### config.mk
export PLATFORM = sky130hd
export DESIGN_NAME = dmem_lsu
export DESIGN_NICKNAME = d
export VERILOG_FILES = /design/src/rtl/dmem_lsu.sv
export SDC_FILE = /design/constraint.sdc
export NUM_CORES = 1
export LEC_CHECK = 0
export CAP_MARGIN = 40
export CORE_ASPECT_RATIO = 0.7
export CORE_UTILIZATION = 30
export DETAILED_ROUTE_END_ITERATION = 10
export GPL_TIMING_DRIVEN = 0
export PLACE_DENSITY = 0.51
export SLEW_MARGIN = 10
export SYNTH_ARGS = -nofsm -noshare
export SYNTH_HDL_FRONTEND = slang
export SYNTH_SLANG_ARGS = --single-unit
### constraint.sdc
create_clock -name clk -period 2.6 [get_ports clk]
set_input_delay 0.39 -clock clk [delete_from_list [all_inputs] [get_ports clk]]
set_output_delay 0.39 -clock clk [all_outputs]
set_load 0.01 [all_outputs]
### src/rtl/dmem_lsu.sv
// Load/store unit between the pipeline and a word-organised data memory port.
// Aligned accesses take one memory cycle; misaligned ones use word reads and read-modify-write.
module dmem_lsu (
  input  logic        clk,
  input  logic        rst_n,
  input  logic        req_valid,
  output logic        req_ready,
  input  logic        req_we,
  input  logic [31:0] req_addr,
  input  logic [2:0]  req_type,
  input  logic [31:0] req_wdata,
  output logic        rsp_valid,
  output logic [31:0] rsp_rdata,
  output logic        rsp_split,
  output logic        mem_W_en,
  output logic        mem_R_en,
  output logic [31:0] mem_addr,
  output logic [2:0]  mem_RW_type,
  output logic [31:0] mem_din,
  input  logic [31:0] mem_dout
);

  typedef enum logic [2:0] {IDLE, ACC, RD0, RD1, WR0, WR1, DONE} state_t;

  state_t      state;
  logic        we_q;
  logic [31:0] addr_q;
  logic [2:0]  type_q;
  logic [31:0] wdata_q;
  logic        split_q;
  logic [31:0] lo;
  logic [31:0] hi;

  logic        req_split;
  logic [31:0] w0;
  logic [31:0] w1;
  logic [5:0]  sh;
  logic [63:0] rd_cat;
  logic [31:0] load_val;
  logic [63:0] mask64;
  logic [63:0] data64;
  logic [63:0] merged;

  assign req_split = ((req_type[1:0] == 2'b01) && req_addr[0]) ||
                     (req_type[1] && (req_addr[1:0] != 2'b00));

  assign w0 = {addr_q[31:2], 2'b00};
  assign w1 = w0 + 32'd4;
  assign sh = {addr_q[1:0], 3'b000};

  // Split load: the high word is still on mem_dout during RD1, so it is used directly.
  assign rd_cat = {mem_dout, lo} >> sh;

  always_comb begin
    load_val = rd_cat[31:0];
    if (!type_q[1]) begin
      load_val = type_q[2] ? {16'h0000, rd_cat[15:0]}
                           : {{16{rd_cat[15]}}, rd_cat[15:0]};
    end
  end

  assign mask64 = (type_q[1] ? 64'h0000_0000_FFFF_FFFF : 64'h0000_0000_0000_FFFF) << sh;
  assign data64 = {32'h0000_0000, wdata_q} << sh;
  assign merged = ({hi, lo} & ~mask64) | (data64 & mask64);

  always_ff @(posedge clk or negedge rst_n) begin
    if (!rst_n) begin
      state     <= IDLE;
      req_ready <= 1'b1;
      rsp_valid <= 1'b0;
      rsp_rdata <= '0;
      rsp_split <= 1'b0;
      we_q      <= 1'b0;
      addr_q    <= '0;
      type_q    <= '0;
      wdata_q   <= '0;
      split_q   <= 1'b0;
      lo        <= '0;
      hi        <= '0;
    end else begin
      case (state)
        IDLE: begin
          if (req_valid) begin
            we_q      <= req_we;
            addr_q    <= req_addr;
            type_q    <= req_type;
            wdata_q   <= req_wdata;
            split_q   <= req_split;
            req_ready <= 1'b0;
            state     <= req_split ? RD0 : ACC;
          end
        end
        ACC: begin
          rsp_valid <= 1'b1;
          rsp_split <= split_q;
          rsp_rdata <= we_q ? '0 : mem_dout;
          state     <= DONE;
        end
        RD0: begin
          lo    <= mem_dout;
          state <= RD1;
        end
        RD1: begin
          hi <= mem_dout;
          if (we_q) begin
            state <= WR0;
          end else begin
            rsp_valid <= 1'b1;
            rsp_split <= split_q;
            rsp_rdata <= load_val;
            state     <= DONE;
          end
        end
        WR0: state <= WR1;
        WR1: begin
          rsp_valid <= 1'b1;
          rsp_split <= split_q;
          rsp_rdata <= '0;
          state     <= DONE;
        end
        DONE: begin
          rsp_valid <= 1'b0;
          rsp_split <= 1'b0;
          rsp_rdata <= '0;
          req_ready <= 1'b1;
          state     <= IDLE;
        end
        default: begin
          state     <= IDLE;
          req_ready <= 1'b1;
          rsp_valid <= 1'b0;
        end
      endcase
    end
  end

  always_comb begin
    mem_W_en    = 1'b0;
    mem_R_en    = 1'b0;
    mem_addr    = '0;
    mem_RW_type = '0;
    mem_din     = '0;
    case (state)
      ACC: begin
        mem_addr    = addr_q;
        mem_RW_type = type_q;
        mem_din     = wdata_q;
        mem_W_en    = we_q;
        mem_R_en    = !we_q;
      end
      RD0: begin
        mem_addr    = w0;
        mem_RW_type = 3'b010;
        mem_R_en    = 1'b1;
      end
      RD1: begin
        mem_addr    = w1;
        mem_RW_type = 3'b010;
        mem_R_en    = 1'b1;
      end
      WR0: begin
        mem_addr    = w0;
        mem_RW_type = 3'b010;
        mem_din     = merged[31:0];
        mem_W_en    = 1'b1;
      end
      WR1: begin
        mem_addr    = w1;
        mem_RW_type = 3'b010;
        mem_din     = merged[63:32];
        mem_W_en    = 1'b1;
      end
      default: ;
    endcase
  end

endmodule

==> impl_metrics.tcl, run 1 <==
set metrics [dict create \
    clk_pin_slew_worst_paths_ns 0.07 \
    track_usage_pct 27.9 \
    hold_class "in -> async" \
    max_freq_ghz 0.356 \
    p_total_w 0.0257 \
    coreArea_mm2 0.0336 \
    wl_per_cell_um 26.4 \
    async_flop_share_pct 100 \
    finClkSkew_ns 0.0114 \
    numCtsBuffers 17 \
    finalInstanceArea_mm2 0.0164 \
    antenna_found_initial 1 \
    netlist.top_cell.by_area "dfrtp_1" \
    htree_levels 4 \
    slew_violations 0 \
    cp_top_family "simple AND/OR/NAND/NOR gates" \
    peakVddDrop_uv 629 \
    cp_num_buf_inv 2 \
    ys_ff_latch 171 \
    dieArea_mm2 0.0351 \
    grt_start_max_net_pins 99 \
    syn-num-nets 1133 \
    hold_ws_ns 0.477 \
    nNetsFinal 1507 \
    yosysSeqAreaShare_pct 41.6 \
    cts_tree "done" \
    status "complete, but fails checks" \
    startpoint_type "flop" \
    violations "setup timing" \
    max_stage_delay_ns 0.55 \
    grt_pass1_wl_um 70500 \
    syn-cell-area_mm2 0.0103 \
    p_leak_nw 6.69 \
    dieWidth_um 223 \
    worst-path-max-fanout 4 \
    synth.avg_cell_area_um2 10.0 \
    synth_area_leaders "dfrtp_1, mux2_2, mux4_2, nand2_1, nor2_1" \
    cts_root_buffer "clkbuf_16" \
    viasPerCell 5.65 \
    overflow 0 \
    synth_edf_count 0 \
    crit_type "reg -> out" \
    fin_crit_sh_pct 108 \
    fin_util_pct 48.6 \
    critPathRequiredTime_ns 2.21 \
    totalWireLength_um 48900 \
    period_needed_ns 2.81 \
    synth_flop_cell "dfrtp_1" \
    place.gp.congestion 0.952 \
    p_per_area_mw_per_mm2 1570 \
    clock_sinks 171 \
    dr.pass1.iters 5 \
    placed_cell_area_mm2 0.0129 \
    drc 0 \
    syn_inst 1029 \
    synth_top_area_share_pct 41.3 \
    crit_arrival_ns 2.42 \
    setup_violations 24 \
    rsz0062_at_grt "yes" \
    rows 56 \
    worstMarginPinSlew_ns 0.680 \
    end_kind "output port" \
    ys_warn_count 0 \
    hold_viol 0 \
    drt_first_iter_violations 1151 \
    io_buffers 206 \
    synth_top_cells_by_count "dfrtp_1, nand2_1, mux2_2, nor2_1, o21ai_0" \
    crit_chain "ha_4 > nand2_8 > or4_4 > buf_6 > o311ai_4 > o311ai_2 > buf_2" \
    clockBufferDepth 2 \
    ys_types 71 \
    io_pins 207 \
    die_h_um 157 \
    cp_slowest_cell "or4_4" \
    clock_latency_ns 0.45 \
    syn2layout_area_growth_pct 58.8 \
    vias 10500 \
    initial_utilization_pct 30.6 \
    max_cap_viol_count 0 \
    drive_above_1_share_pct 45.3 \
    yosysMostFrequentCell "dfrtp_1" \
    place_hpwl_um 35900 \
    layout_setup_ws_ns -0.212 \
    grt_pass1_vias 10400 \
    antenna_left 0 \
    slew_headroom_pct 54.7 \
]
==> registers in the layout (all words and copies together) (netlist names) <==
| signal | flops |
|---|---|
| wdata_q | 32 |
| addr_q | 32 |
| lo | 32 |
| we_q | 1 |
| type_q | 3 |
| split_q | 1 |
| rsp_valid | 1 |
| req_ready | 1 |
| hi | 32 |
| rsp_rdata | 32 |
| rsp_split | 1 |
| state | 3 |
==> power by group <==
part / total [W] / leakage (nW) / internal [W] / switching [W]
combinational: 0.0167 / 4.35 / 0.00822 / 0.00849
sequential: 0.00623 / 2.02 / 0.00407 / 0.00216
clock: 0.00278 / 0.311 / 0.00159 / 0.00119
==> metrics by stage <==
stage	instances	setup TNS [ns]	worst slack, ns
finish	1853	-1.48	-0.212
global route	1851	-3.73	-0.286
CTS	1796	-1.63	-0.243
detailed placement	1671	-29.54	-0.772
global placement	1670	-1127.08	-6.45
floorplan	1029	0	0.327
==> worst register-to-register path: cells and delay by family (launching register included) <==
family	cells	cell delay, ns
AOI/OAI and AO/OA	3	1.07
buffers and inverters	4	0.74
DFF	1	0.44
and+or+nand+nor	1	0.07
==> cells in the final DEF (no fill, tap or decap), types with 17 or more instances in the layout <==
cell type	n
o21a_1	18
buf_12	17
a22oi_1	19
o21ai_1	17
nand2_1	138
dfrtp_1	157
buf_4	114
nor2_1	85
o21ai_0	19
mux2_2	105
mux4_2	32
clkdlybuf4s50_1	137
clkbuf_16	18
buf_6	52
buf_2	58
a21oi_1	35
==> logic make-up (layout without fill, tap and decap cells) <==
| kind of cell | count (synthesis) | in the layout | synth area share, % |
|---|---|---|---|
| compound gates | 255 | 255 | 17.0 |
| xor+xnor | 4 | 4 | 0.413 |
| fa+ha+maj | 2 | 2 | 0.219 |
| buf+inv | 93 | 480 | 4.11 |
| flops | 171 | 171 | 41.6 |
| mux | 174 | 174 | 22.2 |
| other cells | 0 | 2 | 0 |
| simple gates | 330 | 330 | 14.5 |
==> routing by layer <==
| metal | up-vias | wire length, um | global-route usage (%) |
|---|---|---|---|
| met3 | 50 | 5240 | 10.2 |
| met1 | 5307 | 23500 | 42.0 |
| met2 | 490 | 19200 | 36.7 |
| met5 | - | 0 | 0 |
| li1 | 4619 | - | - |
| met4 | 0 | 912 | 7.34 |
==> final timing paths <==
check	startpoint	endpoint	slack, ns	cells after the start
min reg2reg	hi[30]	hi[30]	0.48	2
max in group asynchronous	rst_n	lo[23]	1.21	3
max	addr_q[2]	mem_addr[30]	-0.21	7
max reg2reg	state[2]	rsp_rdata[9]	0.15	8
min in group clk	hi[30]	hi[30]	0.48	2
min	rst_n	addr_q[27]	0.48	2
==> repair_timing <==
| action | 4_1_cts | 5_1_grt |
|---|---|---|
| endpoints found under the setup margin | 69 | 71 |
| pin swaps | 72 | 75 |
| endpoints found under the hold margin | 72 | 0 |
| cloned | 1 | 1 |
| setup buffers | 97 | 58 |
| hold buffers | 1 | 0 |
| resized for setup | 529 | 158 |
==> final cells by class <==
cell class / instances / area, um^2
tap: 435 / 544
multi-input combinational: 765 / 6810
sequential: 171 / 4300
inverter: 10 / 51.3
fill: 3120 / 17300
clock buffer: 19 / 453
timing repair buffer: 362 / 3250
clock inverter: 13 / 176
antenna: 2 / 5.00
buffer: 76 / 766
(Power assumes the default switching activity.)
==> run 2, diff against run 1 <==
--- a/config.mk
+++ b/config.mk
@@ -10,7 +10,7 @@
 export CORE_UTILIZATION = 30
 export DETAILED_ROUTE_END_ITERATION = 10
 export GPL_TIMING_DRIVEN = 0
-export PLACE_DENSITY = 0.51
+export PLACE_DENSITY_LB_ADDON = 0.2
 export SLEW_MARGIN = 10
 export SYNTH_ARGS = -nofsm -noshare
 export SYNTH_HDL_FRONTEND = slang
==> run 2 against run 1 <==
The flow still finishes with violations (setup timing). Sequential share of layout area grew 0.41 points. Clock skew about the same. Utilization is 0.76 points lower. First-iteration DRC count increased by 5.0%. Routed wire length is 0.33% lower. Combinational power about the same. Largest cell class unchanged. Highest routed layer is now met5.
==> impl_metrics.tcl, run 2 (synthesis results as in run 1) <==
set metrics [dict create \
    rsz0062_at_grt "yes" \
    swShare_pct 46.6 \
    slew_headroom_pct 47.3 \
    p_leak_nw 6.55 \
    path_depth 7 \
    max_freq_ghz 0.349 \
    dr.pass1.iters 5 \
    status "complete, but fails checks" \
    clk_pin_slew_worst_paths_ns 0.08 \
    cp_num_buf_inv 3 \
    rr_startpoint "state[2]" \
    critPathLaunch "addr_q[14]" \
    viasPerCell 5.80 \
    layout_common_cells "dfrtp_1, nand2_1, clkdlybuf4s50_1" \
    coreArea_mm2 0.0336 \
    die_h_um 157 \
    hold_class "reg -> reg" \
    dieArea_mm2 0.0351 \
    initial_utilization_pct 30.6 \
    clock_sinks 171 \
    r2r-end "rsp_rdata[26]" \
    peakVddDrop_uv 588 \
    antenna_left 0 \
    worst-path-max-fanout 7 \
    place.gp.congestion 0.989 \
    max_stage_delay_ns 0.60 \
    period_needed_ns 2.87 \
    hold_ws_ns 0.482 \
    fin_tns_setup_ns -2.48 \
    cp_slowest_cell "or4_4" \
    clock_latency_ns 0.47 \
    dieWidth_um 223 \
    crit_chain "buf_6 > nand4_1 > or4_4 > buf_8 > o311ai_4 > o311ai_4 > buf_2" \
    crit_arrival_ns 2.48 \
    setup_violations 35 \
    htree_levels 4 \
    cts_root_buffer "clkbuf_16" \
    cts_tree "done" \
    clock_power_share_pct 10.8 \
    overflow 0 \
    violations "setup timing" \
    totalWireLength_um 48700 \
    n_antenna_cell 0 \
    crit_type "reg -> out" \
    slew_violations 0 \
    max_cap_viol_count 0 \
    pwr-share-seq_pct 24.5 \
    path_common_cell "o311ai_4" \
    finClkSkew_ns 0.0114 \
    end_kind "output port" \
    p_per_area_mw_per_mm2 1580 \
    cp_top_family "simple AND/OR/NAND/NOR gates" \
    hold_viol 0 \
    critPathRequiredTime_ns 2.21 \
    layout_setup_ws_ns -0.268 \
    rows 56 \
    final_common_cell "dfrtp_1" \
    io_pins 207 \
    grt_pass1_vias 10200 \
    antenna_found_initial 0 \
    syn2layout_area_growth_pct 56.3 \
    crit_end "mem_addr[24]" \
    p_int_w 0.0136 \
    worst_r2r_path_depth 6 \
    rrSetupSlack_ns 0.22 \
    clockBufferDepth 2 \
    fin_crit_sh_pct 110 \
    drt_first_iter_violations 1209 \
    drc 0 \
    place_hpwl_um 36000 \
    wl_per_cell_um 26.8 \
    p_sw_w 0.0118 \
    worstMarginPinSlew_ns 0.791 \
    drive_above_1_share_pct 43.2 \
    numCtsBuffers 17 \
    nNetsFinal 1476 \
    track_usage_pct 27.4 \
    grt_pass1_wl_um 69600 \
    pwr-share-comb_pct 64.7 \
    vias 10500 \
    io_buffers 206 \
    grt_start_max_net_pins 96 \
    startpoint_type "flop" \
]
-- run 2: timing repair --
item	in CTS	in global routing
buffers inserted	67	55
gates cloned	2	2
endpoints found under the setup margin	69	60
hold buffers	1	0
pin swaps	66	58
gates resized for setup	508	188
hold endpoints to repair	25	0
-- run 2: cell type report --
| cell class | instances | area (um^2) |
|---|---|---|
| Buffer | 76 | 792 |
| Clock buffer | 18 | 439 |
| Clock inverter | 14 | 178 |
| Fill cell | 3167 | 17500 |
| Inverter | 10 | 62.6 |
| Multi-Input combinational cell | 765 | 6740 |
| Sequential cell | 171 | 4300 |
| Tap cell | 435 | 544 |
| Timing Repair Buffer | 331 | 3040 |
-- run 2: power groups by stage --
stage	clock network, W	logic, W	registers, W
floorplan	0	0.00729	0.00511
detailed placement	0	0.0124	0.00587
global route	0.00290	0.0173	0.00634
CTS	0.00279	0.0146	0.00599
global placement	0	0.0123	0.00588
finish	0.00274	0.0164	0.00624
-- run 2: layer usage --
layer | GRT usage (%) | routed length, um | vias up
met1 | 41.3 | 23200 | 5352
met3 | 9.33 | 5230 | 75
met4 | 7.14 | 1030 | 2
li1 | - | - | 4558
met5 | 1.26 | 43 | -
met2 | 36.4 | 19200 | 562
-- run 2: tightest hold or removal path, delay by kind of cell, from the launching register on --
kind | cells | cell delay, ns
flops | 1 | 0.34
simple gates | 2 | 0.11
-- run 2: through the flow --
step	instances	util [%]	total power (W)	cell area, um^2	setup slack, ns
floorplan	1029	-	0.0124	10300	0.327
global placement	1670	38.4	0.0182	12900	-6.44
detailed placement	1672	38.5	0.0182	12900	-0.674
CTS	1769	45.0	0.0234	15100	-0.243
global route	1820	47.9	0.0265	16100	-0.336
finish	1820	47.9	0.0254	16100	-0.268
-- run 2: how the worst min path moves through the flow --
stage / start / to / cells past startpoint
after global placement: hi[29] / hi[29] / 2
after global routing: hi[0] / hi[0] / 2
after detailed placement: rst_n / addr_q[28] / 1
after CTS: req_addr[23] / addr_q[23] / 3
final: hi[28] / hi[28] / 2
after floorplan: rst_n / addr_q[0] / 0
